`src/rtl/sdram_read_arbiter.sv`:
```
// Two-master burst-read arbiter onto one f2h_sdram port; define SDRAM_ARB_ROUND_ROBIN_EN for round-robin, else fixed m0 > m1.
// Latency: request -> s_read 1 cycle; s_readdatavalid -> mN_readdatavalid 1 cycle. Backpressure: mN_waitrequest
// stays high until the granted master sees s_waitrequest low; no grants while MAX_OUTST bursts are outstanding.
module sdram_read_arbiter #(
    parameter int ADDR_W    = 29,
    parameter int BURST_W   = 8,
    parameter int DATA_W    = 64,
    parameter int MAX_OUTST = 4
) (
    input  logic                      clk,
    input  logic                      rst,
    input  logic [ADDR_W-1:0]         m0_address,
    input  logic [BURST_W-1:0]        m0_burstcount,
    input  logic                      m0_read,
    output logic                      m0_waitrequest,
    output logic [DATA_W-1:0]         m0_readdata,
    output logic                      m0_readdatavalid,
    input  logic [ADDR_W-1:0]         m1_address,
    input  logic [BURST_W-1:0]        m1_burstcount,
    input  logic                      m1_read,
    output logic                      m1_waitrequest,
    output logic [DATA_W-1:0]         m1_readdata,
    output logic                      m1_readdatavalid,
    output logic [ADDR_W-1:0]         s_address,
    output logic [BURST_W-1:0]        s_burstcount,
    output logic                      s_read,
    input  logic                      s_waitrequest,
    input  logic [DATA_W-1:0]         s_readdata,
    input  logic                      s_readdatavalid,
    output logic [$clog2(MAX_OUTST):0] outstanding_o,
    output logic                      stray_rdv_o
);
    localparam int PTR_W = $clog2(MAX_OUTST);
    localparam int CNT_W = PTR_W + 1;

    typedef enum logic {IDLE, GRANT} state_t;

    state_t             state, state_nxt;
    logic               grant_id, grant_id_nxt, pick_id;
    logic               push, pop, fifo_full, fifo_empty;
    logic [CNT_W-1:0]   count;
    logic [PTR_W-1:0]   wr_ptr, rd_ptr;
    logic               fifo_id  [MAX_OUTST];
    logic [BURST_W-1:0] fifo_len [MAX_OUTST];
    logic [BURST_W-1:0] push_len, head_len, beat_cnt;
    logic               head_id, rdv_hit, last_beat;
    logic [DATA_W-1:0]  readdata_q;
    logic               rdv0_q, rdv1_q, stray_q;

    assign fifo_full     = (count == CNT_W'(MAX_OUTST));
    assign fifo_empty    = (count == '0);
    assign outstanding_o = count;

`ifdef SDRAM_ARB_ROUND_ROBIN_EN
    logic last_grant;

    // Whoever won the previous grant yields on a tie; reset value favours m0 first.
    always_comb begin
        pick_id = m1_read & ~m0_read;
        if (m0_read && m1_read) pick_id = ~last_grant;
    end

    always_ff @(posedge clk) begin
        if (rst) last_grant <= 1'b1;
        else if (state == IDLE && state_nxt == GRANT) last_grant <= pick_id;
    end
`else
    assign pick_id = ~m0_read;
`endif

    always_ff @(posedge clk) begin
        if (rst) begin
            state    <= IDLE;
            grant_id <= 1'b0;
        end else begin
            state    <= state_nxt;
            grant_id <= grant_id_nxt;
        end
    end

    always_comb begin
        state_nxt      = state;
        grant_id_nxt   = grant_id;
        s_read         = 1'b0;
        s_address      = '0;
        s_burstcount   = '0;
        m0_waitrequest = 1'b1;
        m1_waitrequest = 1'b1;
        push           = 1'b0;
        case (state)
            IDLE: begin
                if (!fifo_full && (m0_read || m1_read)) begin
                    state_nxt    = GRANT;
                    grant_id_nxt = pick_id;
                end
            end
            GRANT: begin
                s_read       = 1'b1;
                s_address    = grant_id ? m1_address : m0_address;
                s_burstcount = grant_id ? m1_burstcount : m0_burstcount;
                if (grant_id) m1_waitrequest = s_waitrequest;
                else          m0_waitrequest = s_waitrequest;
                if (!s_waitrequest) begin
                    push      = 1'b1;
                    state_nxt = IDLE;
                end
            end
            default: state_nxt = IDLE;
        endcase
    end

    // A zero burstcount is tracked as a single beat so the return path cannot stall.
    assign push_len  = (s_burstcount == '0) ? BURST_W'(1) : s_burstcount;
    assign head_id   = fifo_id[rd_ptr];
    assign head_len  = fifo_len[rd_ptr];
    assign rdv_hit   = s_readdatavalid && !fifo_empty;
    assign last_beat = (beat_cnt == head_len - BURST_W'(1));
    assign pop       = rdv_hit && last_beat;

    always_ff @(posedge clk) begin
        if (push) begin
            fifo_id[wr_ptr]  <= grant_id;
            fifo_len[wr_ptr] <= push_len;
        end
    end

    always_ff @(posedge clk) begin
        if (rst) begin
            wr_ptr     <= '0;
            rd_ptr     <= '0;
            count      <= '0;
            beat_cnt   <= '0;
            readdata_q <= '0;
            rdv0_q     <= 1'b0;
            rdv1_q     <= 1'b0;
            stray_q    <= 1'b0;
        end else begin
            readdata_q <= s_readdata;
            rdv0_q     <= rdv_hit && !head_id;
            rdv1_q     <= rdv_hit && head_id;
            stray_q    <= s_readdatavalid && fifo_empty;
            if (push) wr_ptr <= wr_ptr + PTR_W'(1);
            if (pop)  rd_ptr <= rd_ptr + PTR_W'(1);
            if (rdv_hit) beat_cnt <= last_beat ? '0 : beat_cnt + BURST_W'(1);
            case ({push, pop})
                2'b10:   count <= count + CNT_W'(1);
                2'b01:   count <= count - CNT_W'(1);
                default: count <= count;
            endcase
        end
    end

    always_ff @(posedge clk) begin
        if (!rst && push) assert (s_burstcount != '0);
    end

    assign m0_readdata      = readdata_q;
    assign m1_readdata      = readdata_q;
    assign m0_readdatavalid = rdv0_q;
    assign m1_readdatavalid = rdv1_q;
    assign stray_rdv_o      = stray_q;
endmodule

```
`config.mk`:
```
export PLATFORM = sky130hd
export DESIGN_NAME = sdram_read_arbiter
export DESIGN_NICKNAME = d
export VERILOG_FILES = /design/src/rtl/sdram_read_arbiter.sv
export SDC_FILE = /design/constraint.sdc
export NUM_CORES = 1
export LEC_CHECK = 0
export ABC_AREA = 1
export BUFFER_PORTS_ARGS = -buffer_cell sky130_fd_sc_hd__buf_2
export CORE_AREA = 2 2 123 125
export DETAILED_ROUTE_END_ITERATION = 16
export DIE_AREA = 0 0 125 127
export PLACE_DENSITY = 0.79
export SLEW_MARGIN = 10
export SYNTH_ARGS = -nofsm -noshare
export SYNTH_HDL_FRONTEND = slang
export SYNTH_SLANG_ARGS = --single-unit
```
`constraint.sdc`:
```
create_clock -name clk -period 5.15 [get_ports clk]
set_input_delay 0.515 -clock clk [delete_from_list [all_inputs] [get_ports clk]]
set_output_delay 0.515 -clock clk [all_outputs]
set_load 0.1 [all_outputs]
```
==> results by group, run 1 <==
Synthesis
  – Syn_nets: 863
  – Synth top area share: 30.0%
  – Count of different cell masters after synthesis: 37
  – Post-synth top cells: 163 x nor2_1, 102 x inv_1, 86 x dfxtp_1
  – Seq cells post-synth: 122
  – Post-synth EDFFs: 36
  – Post-synthesis async set-or-reset flop share: 0%
  – Syn Inst Count: 711
  – Post-Syn Area per Cell: 8.06 um2
  – Leading area contributor after synthesis: dfxtp_1
  – Top-count cell post-synth: nor2_1
  – Yosys warnings: 0
  – Synth top area cells: dfxtp_1 30%, edfxtp_1 19%, nor2_1 11%, buf_4 8.6%, inv_1 6.7%
  – Post-synthesis sequential area ratio: 48.9%
  – Synth Flop Type: dfxtp_1
  – Post-Syn Area: 5730 um2

Die
  – Die height: 127 um
  – Starting Density: 39.7%
  – Die Area: 15,900 um2
  – Row count: 44
  – Core area: 14,400 um2
  – Io pins: 318
  – Die Wd: 125 um

Routing
  – Detail Route Antenna Nets: 0
  – DRT iter0 DRCs: 343
  – Drt via density: 4.54
  – Routed WL: 17,100 um
  – Drt pass-1 iters: 6
  – Via count: 5,240
  – Post-DR wirelength/cell: 14.8 um
  – DRC errors left: 0

Critical path
  – CP top delay family: simple AND/OR/NAND/NOR gates
  – Slowest CP cell: dfxtp_1
  – Worst Path Buf+Inv: 3
  – CP startpoint kind: flip-flop
  – Max Fanout on Critical Path: 19
  – CP peak stage delay: 0.77 ns
  – Crit path cell chain: inv_6 -> nand2_1 -> nand3_1 -> nand2_2 -> ha_1 -> xor2_1 -> or2_2 -> nand3_1 -> nor2_2 -> nand2_1 -> nor2_2 -> nand3_4 -> inv_1 -> ha_1 -> inv_1 -> fa_1 -> a21oi_1 -> o21ai_0 -> o21ai_0 -> a21oi_1
  – WP data arrival: 4.03 ns
  – Kind of end point of the critical path: flip-flop
  – Required time worst endpoint: 5.45 ns
  – Crit path kind: reg2reg

Finish
  – Layout fillers: 1,339
  – Layout cells sized above 1: 40.1%
  – Layout Nets: 1,110
  – Final Instance Count excl. Fillers: 1,155
  – Core Util, Final: 52.1%
  – Footprint of the multi-input gates: 1890 um2
  – FF/Latch Area: 2800 um2
  – Area growth from synthesis to layout: 31.0%
  – Inserted Diodes: 0

Clocking
  – Post-cts sizing count: 0
  – Clock root buffer: clkbuf_16
  – CTS sink count: 122
  – H-tree levels: 4
  – Maximum clock insertion buffer count: 2
  – Clock Pin Slew Worst Setup and Hold Paths: 0.06 ns
  – Cts bufs inserted: 17
  – CTS tree: done
  – Clk_lat worst skew: 0.41 ns
  – Post-CTS Setup Inserts: 0
  – Post-CTS Hold Buffers: 0

Global routing
  – Antenna violations before repair: 0
  – Number of global-route vias before repair: 5,049
  – Largest net degree at the start of global routing: 51
  – First-pass GRT wire length: 25,600 um
  – Grt ovf: 0
  – Total Routing Usage GR: 21.1%

STA
  – Final Critical Period: 3.73 ns
  – Final setup TNS: 0 ns
  – Final cycle utilization of the critical path: 72.5%
  – Relative slew slack: 27.0%
  – Final slew viol count: 0
  – Final hold vios: 0
  – Worst Clk Skew: 0.00936 ns
  – WHS: 0.281 ns
  – RSZ-0062 raised after global routing: no
  – Worst-Margin Slew: 1.09 ns
  – Max Clk Rate: 268 MHz
  – Final setup violation count: 0

Place
  – Cells after DPL: 1,123
  – IO Port Bufs: 317
  – Final HPWL DP: 13,700 um
  – GP Congestion: 0.913

Run
  – Max cap viols: 0

Pwr
  – Peak supply drop: 0.000252 V
  – P per Cell Area: 407 nW/um2
  – Total power: 0.00305 W
  – LEAKAGE: 4.09 nW

Outcome
  – Status: completed

Hold path
  – Class of the worst hold path: in2reg
==> area by class of cell <==
cell class / count / share of cell area [%]
flip-flops and latches: 122 / 37.3
multi-input cells: 390 / 25.1
repair buffers: 320 / 21.4
clock buffers: 21 / 6.46
inverters: 107 / 5.45
well taps: 184 / 3.07
clock inverters: 11 / 1.13
==> placed cells by master (no fill, tap or decap), types with 3 or more instances in the layout <==
master      synthesis  routed
a21oi_1            10      10
buf_2               0     317
buf_4              66       3
clkbuf_16           0      18
clkinv_4            0       3
clkinvlp_4          0       3
dfxtp_1            86      86
edfxtp_1           36      36
ha_1                7       7
inv_1             102     102
inv_6               1       4
nand2_1            71      71
nand2_2            13      13
nand2_4             3       3
nand3_1            29      29
nand3_2             7       7
nand4_1             7       7
nor2_1            163     163
nor2_2              7       7
nor3_1              4       4
o21ai_0            49      49
xnor2_1             3       3
xor2_1              5       5
==> worst register-to-register path, stage by stage (launching register included) <==
cell and delay [ns]:
dfxtp_1 0.77, inv_6 0.18, nand2_1 0.10, nand3_1 0.10, nand2_2 0.18, ha_1 0.22, xor2_1 0.19, or2_2 0.14
nand3_1 0.10, nor2_2 0.14, nand2_1 0.07, nor2_2 0.13, nand3_4 0.14, inv_1 0.12, ha_1 0.14, inv_1 0.07
fa_1 0.38, a21oi_1 0.14, o21ai_0 0.11, o21ai_0 0.15, a21oi_1 0.05
==> flip-flops by register name (all words and copies together), names as in the netlist, named ones only <==
| signal | cells |
|---|---|
| m0_readdata | 64 |
| fifo_len | 32 |
| beat_cnt | 8 |
| fifo_id | 4 |
| outstanding_o | 3 |
| rd_ptr | 2 |
| wr_ptr | 2 |
| grant_id | 1 |
| m0_readdatavalid | 1 |
| m1_readdatavalid | 1 |
| state | 1 |
| stray_rdv_o | 1 |
==> metrics by stage <==
step                setup slack (ns)  instance area [um2]
floorplan                       1.76                 5730
global placement                1.57                 6940
detailed placement              1.45                 6940
CTS                             1.45                 7510
global route                    1.02                 7510
finish                          1.42                 7510
==> routing by layer <==
metal,track usage (%),vias up,routed length [um]
li1,-,2616,-
met1,21.3,2351,6010
met2,38.5,234,9000
met3,4.73,39,955
met4,14.7,0,1140
met5,0,-,0
==> worst paths after layout <==
kind | start | to | slack (ns) | depth (start not counted)
max | flip-flop | outstanding_o[2] | 1.42 | 20
min | m0_read | grant_id | 0.28 | 2
max reg2reg | flip-flop | outstanding_o[2] | 1.42 | 20
min reg2reg | outstanding_o[0] | outstanding_o[0] | 0.50 | 1
==> cell families (layout without fill, tap and decap cells) <==
logic type	after synthesis	count (layout)	share of synthesized area, %
AND/OR/NAND/NOR	310	310	24.1
flip-flops	122	122	48.9
AO/OA/AOI/OAI	64	64	5.79
XOR/XNOR	8	8	1.22
adder cells (fa/ha/maj)	8	8	1.88
buffers and inverters	199	459	18.2
==> where the power goes <==
group / switching, W / total, W / internal, W
sequential: 0.0000270 / 0.00106 / 0.00103
clock: 0.000426 / 0.00110 / 0.000678
combinational: 0.000754 / 0.000890 / 0.000136
(Power assumes the default switching activity.)
==> inputs of run 2 (changes only) <==
==> constraint.sdc (replaced) <==
create_clock -name clk -period 3.5 [get_ports clk]
set_input_delay 0.35 -clock clk [delete_from_list [all_inputs] [get_ports clk]]
set_output_delay 0.35 -clock clk [all_outputs]
set_load 0.1 [all_outputs]
==> run 2 against run 1 <==
Compared with the run above: register-to-register slack lost 1.1 ns; sequential power is 46% higher; critical path depth did not move; worst hold slack got worse by 0.17 ns; largest cell class unchanged; via count up 1.5%; power increased by 47%; die area stayed put; cell area is 1.4% higher; fmax increased by 18%; clock power increased by 47%.
==> results by group, run 2 (synthesized netlist as in run 1, its figures left out) <==
Outcome
  – Status: completed

Hold path
  – Hold Path Depth: 2
  – Hold path endpoint: grant_id
  – Class of the worst hold path: in2reg
  – Hold_sp: m0_read

Finish
  – Layout cells sized above 1: 40.9%
  – Most common cell after layout, fill and taps aside: buf_2
  – Layout Nets: 1,122
  – Footprint of the multi-input gates: 1890 um2
  – Most frequent cells in the layout: 317 x buf_2, 163 x nor2_1, 102 x inv_1
  – Finished Cell Area: 7620 um2
  – FF/Latch Area: 2810 um2
  – Core Util, Final: 52.8%
  – Layout fillers: 1,385
  – Area growth from synthesis to layout: 32.9%
  – Flip-flop count of the largest register after layout: 64

Routing
  – DRT iter0 DRCs: 273
  – Detail Route Antenna Nets: 0
  – Drt via density: 4.55
  – Met3 Routed Length: 959 um
  – M1 wire length: 6050 um
  – Via count: 5,320
  – Drt pass-1 iters: 6
  – Routed WL: 17,300 um
  – Top sig layer: met4
  – DRC errors left: 0
  – WL met2: 8900 um
  – Post-DR wirelength/cell: 14.8 um

STA
  – Final Critical Period: 3.16 ns
  – Worst Clk Skew: 0.00691 ns
  – Final slew viol count: 0
  – RSZ-0062 raised after global routing: no
  – Relative slew slack: 40.1%
  – Max Clk Rate: 317 MHz
  – Worst-Margin Slew: 0.896 ns
  – Final hold vios: 0
  – Final setup TNS: 0 ns
  – Final setup violation count: 0
  – Final cycle utilization of the critical path: 90.2%

Place
  – GP Congestion: 0.933
  – DP Area: 6990 um2
  – IO Port Bufs: 317
  – Final HPWL DP: 13,800 um

Clocking
  – CTS sink count: 122
  – H-tree levels: 4
  – Clock root buffer: clkbuf_16
  – Cts bufs inserted: 17
  – CTS tree: done
  – Maximum clock insertion buffer count: 2
  – Clock Pin Slew Worst Setup and Hold Paths: 0.05 ns
  – Clk_lat worst skew: 0.41 ns
  – Post-CTS Hold Buffers: 0

Critical path
  – FF-to-FF path depth: 20
  – WP data arrival: 3.46 ns
  – Max Fanout on Critical Path: 6
  – Setup slack, reg-to-reg: 0.34 ns
  – Crit path cell chain: buf_4 -> nand2_1 -> nand3_1 -> nand2_4 -> ha_1 -> xor2_1 -> or2_2 -> nand3_1 -> nor2_2 -> nand2_1 -> nor2_2 -> nand3_4 -> inv_1 -> ha_1 -> inv_1 -> fa_1 -> a21oi_1 -> o21ai_0 -> o21ai_0 -> a21oi_1
  – CP peak stage delay: 0.37 ns
  – CP startpoint kind: flip-flop
  – Required time worst endpoint: 3.80 ns
  – Slowest CP cell: dfxtp_4
  – Kind of end point of the critical path: flip-flop
  – Crit path kind: reg2reg
  – RR Endpoint: outstanding_o[2]

Run
  – Max cap viols: 0

Die
  – Die Wd: 125 um
  – Die height: 127 um
  – Starting Density: 39.7%
  – Row count: 44
  – Io pins: 318
  – Core area: 14,400 um2
  – Die Area: 15,900 um2

Global routing
  – First-pass GRT wire length: 25,700 um
  – Number of global-route vias before repair: 5,095
  – Total Routing Usage GR: 21.3%
  – Antenna violations before repair: 4
  – Largest net degree at the start of global routing: 41
  – Grt ovf: 0

Pwr
  – P per Cell Area: 589 nW/um2
  – Peak supply drop: 0.000339 V
  – LEAKAGE: 4.16 nW
==> run 2: cell count changes in the layout (fill, tap and decap cells not counted), sizes merged <==
cell / delta
buf: +12
bufinv: +1
clkbuf: -3
clkinv: +1
clkinvlp: -2
diode: +4
inv: +2
==> run 2: how the worst max path moves through the flow <==
stage | from | end | slack, ns | cells past startpoint
floorplan | state | fifo_len[0][0] | 0.18 | 6
global placement | flip-flop | outstanding_o[2] | 0.25 | 19
detailed placement | flip-flop | outstanding_o[2] | 0.21 | 20
CTS | flip-flop | outstanding_o[2] | 0.16 | 20
global route | flip-flop | outstanding_o[2] | 0.02 | 20
finish | flip-flop | outstanding_o[2] | 0.34 | 20
==> run 2: layout make-up <==
class                      count  area share, %
tap                          184           3.02
inverter                     107           5.40
timing repair buffer         332           22.5
clock buffer                  18           5.76
antenna                        4          0.131
multi-input combinational    390           24.8
clock inverter                13           1.54
sequential                   122           36.9
==> run 2: critical path: cells and delay by family, from the launching register on <==
| family | cells | cell delay [ns] |
|---|---|---|
| AO/OA/AOI/OAI | 4 | 0.46 |
| flip-flops | 1 | 0.37 |
| buffers and inverters | 3 | 0.31 |
| AND/OR/NAND/NOR | 9 | 0.97 |
| adder cells (fa/ha/maj) | 3 | 0.73 |
| XOR/XNOR | 1 | 0.21 |
==> run 2: what timing repair did <==
action / CTS / global route
setup endpoints to repair: 0 / 1
buffers inserted: 0 / 7
resized for setup: 0 / 5
==> run 2: routing by layer <==
metal	vias up	global-route usage [%]
li1	2649	-
met1	2373	20.9
met2	249	38.2
met3	49	5.28
met4	0	17.5
met5	-	0
==> run 2: through the flow <==
stage                     instances  hold WS (ns)  worst slack [ns]  power, W
after floorplan                 711         0.437             0.182   0.00269
after global placement         1128         0.480             0.248   0.00289
after detailed placement       1128         0.501             0.207   0.00290
after CTS                      1159        0.0980             0.162   0.00453
after global routing           1169         0.117            0.0209   0.00465
final                          1170         0.114             0.341   0.00449
==> run 2: power by group <==
part,switching (W),leakage (nW),internal [W],total [W]
clock,0.000628,0.279,0.000994,0.00162
sequential,0.0000351,1.05,0.00152,0.00155
combinational,0.00111,2.83,0.000203,0.00132
total,0.00178,4.16,0.00271,0.00449
==> inputs of run 3 (changes only) <==
--- a/config.mk
+++ b/config.mk
@@ -7,10 +7,12 @@
 export LEC_CHECK = 0
 export ABC_AREA = 1
 export BUFFER_PORTS_ARGS = -buffer_cell sky130_fd_sc_hd__buf_2
-export CORE_AREA = 2 2 123 125
+export CELL_PAD_IN_SITES_DETAIL_PLACEMENT = 1
+export CELL_PAD_IN_SITES_GLOBAL_PLACEMENT = 1
+export CORE_MARGIN = 2
+export CORE_UTILIZATION = 31
 export DETAILED_ROUTE_END_ITERATION = 16
-export DIE_AREA = 0 0 125 127
-export PLACE_DENSITY = 0.79
+export PLACE_DENSITY = 0.88
 export SLEW_MARGIN = 10
 export SYNTH_ARGS = -nofsm -noshare
 export SYNTH_HDL_FRONTEND = slang
==> run 3 against run 2 <==
Compared with the run above: die area rose by 23%; combinational power about the same; worst setup slack lost 0.18 ns; worst hold slack gained 0.0020 ns; routed wire length up 14%; sequential cell count did not move; core utilization shrank 9.7 points; non-clock buffer count increased by 3; fmax is 5.4% lower; clock skew grew 0.0012 ns; via count increased by 3.5%; final cell count rose by 3.8%; critical path type unchanged.
==> results by group, run 3 (synthesized netlist as in run 1, its figures left out) <==
Clocking
  – Clock Pin Slew Worst Setup and Hold Paths: 0.06 ns
  – CTS sink count: 122
  – Maximum clock insertion buffer count: 2
  – Clock root buffer: clkbuf_16
  – Cts bufs inserted: 17
  – Clk_lat worst skew: 0.42 ns
  – Post-CTS Hold Buffers: 0
  – H-tree levels: 4
  – CTS tree: done

Finish
  – Flip-flop count of the largest register after layout: 64
  – Layout Nets: 1,125
  – Most common cell after layout, fill and taps aside: buf_2
  – Final Instance Count excl. Fillers: 1,215
  – Inserted Diodes: 0
  – Most frequent cells in the layout: 317 x buf_2, 163 x nor2_1, 101 x inv_1
  – Area growth from synthesis to layout: 35.6%
  – Layout cells sized above 1: 41.3%

Global routing
  – Grt ovf: 0
  – Antenna violations before repair: 0
  – Largest net degree at the start of global routing: 43
  – Number of global-route vias before repair: 5,839
  – Total Routing Usage GR: 19.6%
  – First-pass GRT wire length: 30,100 um

Critical path
  – Kind of end point of the critical path: flip-flop
  – Required time worst endpoint: 3.79 ns
  – Slowest CP cell: dfxtp_4
  – CP startpoint kind: flip-flop
  – Crit path kind: reg2reg
  – CP most frequent cell: a21oi_1
  – WP data arrival: 3.63 ns
  – Crit path cell chain: clkinv_8 -> nand2_1 -> nand3_1 -> nand2_2 -> ha_2 -> xnor2_1 -> a21oi_1 -> nand3_1 -> nor2_2 -> nand2_1 -> nor2_2 -> nand3_4 -> inv_2 -> ha_1 -> inv_1 -> fa_1 -> a21oi_1 -> o21ai_1 -> o21ai_1 -> a21oi_1
  – CP peak stage delay: 0.41 ns
  – Max Fanout on Critical Path: 10

Die
  – Starting Density: 31.8%
  – Die height: 140 um
  – Die Area: 19,600 um2
  – Row count: 49
  – Core area: 18,000 um2
  – Io pins: 318
  – Die Wd: 140 um

Place
  – Final HPWL DP: 15,200 um
  – IO Port Bufs: 317
  – Cells after DPL: 1,174
  – GP Congestion: 0.847

Pwr
  – Total power: 0.00482 W
  – Peak supply drop: 0.000327 V
  – LEAKAGE: 4.21 nW
  – P per Cell Area: 620 nW/um2

Run
  – Max cap viols: 0

STA
  – Final slew viol count: 0
  – Relative slew slack: 37.1%
  – Max Clk Rate: 300 MHz
  – Final Critical Period: 3.34 ns
  – Worst-Margin Slew: 0.940 ns
  – Final hold vios: 0
  – Final cycle utilization of the critical path: 95.4%
  – Final setup violation count: 0
  – Worst Clk Skew: 0.00814 ns

Routing
  – DRC errors left: 0
  – Routed WL: 19,700 um
  – Drt pass-1 iters: 4
  – Drt via density: 4.53
  – Via count: 5,504
  – DRT iter0 DRCs: 223
  – Post-DR wirelength/cell: 16.2 um
  – Detail Route Antenna Nets: 0

Hold path
  – Class of the worst hold path: in2reg

Outcome
  – Status: completed
[run 3: changes by cell type in the layout (fill, tap and decap cells not counted), moves of 2 or more]
cell,change
inv_4,-3
diode_2,-4
o21ai_1,+2
clkinv_2,-2
o21ai_0,-2
bufinv_16,+3
buf_4,+4
[run 3: worst paths after layout]
| path | startpoint | end | slack [ns] | depth (start not counted) |
|---|---|---|---|---|
| worst max-delay path | flip-flop | outstanding_o[2] | 0.16 | 20 |
| worst min-delay path | m0_read | grant_id | 0.12 | 2 |
| worst max register to register | flip-flop | outstanding_o[2] | 0.16 | 20 |
| worst min register to register | outstanding_o[0] | outstanding_o[0] | 0.51 | 1 |
[run 3: layout make-up]
type / instances / area, um2
inverters: 107 / 417
clock inverters: 14 / 211
fillers: 2260 / 10300
clock buffers: 18 / 439
flip-flops and latches: 122 / 2810
well taps: 229 / 287
multi-input cells: 390 / 1890
repair buffers: 335 / 1720
[run 3: where the power goes]
part           internal, W  leakage [nW]  switching, W
Clock              0.00123         0.321      0.000705
Sequential         0.00152          1.04     0.0000351
Combinational     0.000204          2.84       0.00112
[run 3: metrics by stage]
stage / hold slack, ns / setup WS, ns / area (um2) / TNS, ns / utilization (%)
2_1_floorplan: 0.437 / 0.182 / 5730 / 0 / -
3_3_place_gp: 0.482 / 0.215 / 7040 / 0 / 39.1
3_5_place_dp: 0.486 / -0.0174 / 7040 / -0.0174 / 39.1
4_1_cts: 0.0975 / 0.0554 / 7690 / 0 / 42.7
5_1_grt: 0.122 / -0.0594 / 7770 / -0.0594 / 43.1
6_report: 0.116 / 0.161 / 7770 / 0 / 43.1
[run 3: repair_timing]
item | in CTS | in global routing
gates resized for setup | 1 | 7
pin swaps | 0 | 5
endpoints found under the setup margin | 1 | 1
buffers inserted | 0 | 9
gates cloned | 0 | 0
[run 3: critical path, delay by kind of cell, from the launching register on]
kind / cells / cell delay [ns]
simple gates: 8 / 1.02
fa+ha+maj: 3 / 0.84
flops: 1 / 0.41
xor+xnor: 1 / 0.12
buf+inv: 3 / 0.25
compound gates: 5 / 0.57
[run 3: per-layer routing]
layer  global-route usage [%]  vias to the layer above  share of wire, %
met4                     8.21                        0               2.1
met2                     36.8                      214                54
met1                     21.3                     2601                38
li1                         -                     2654                 -
met5                        0                        -                 0
met3                     4.24                       35               6.0
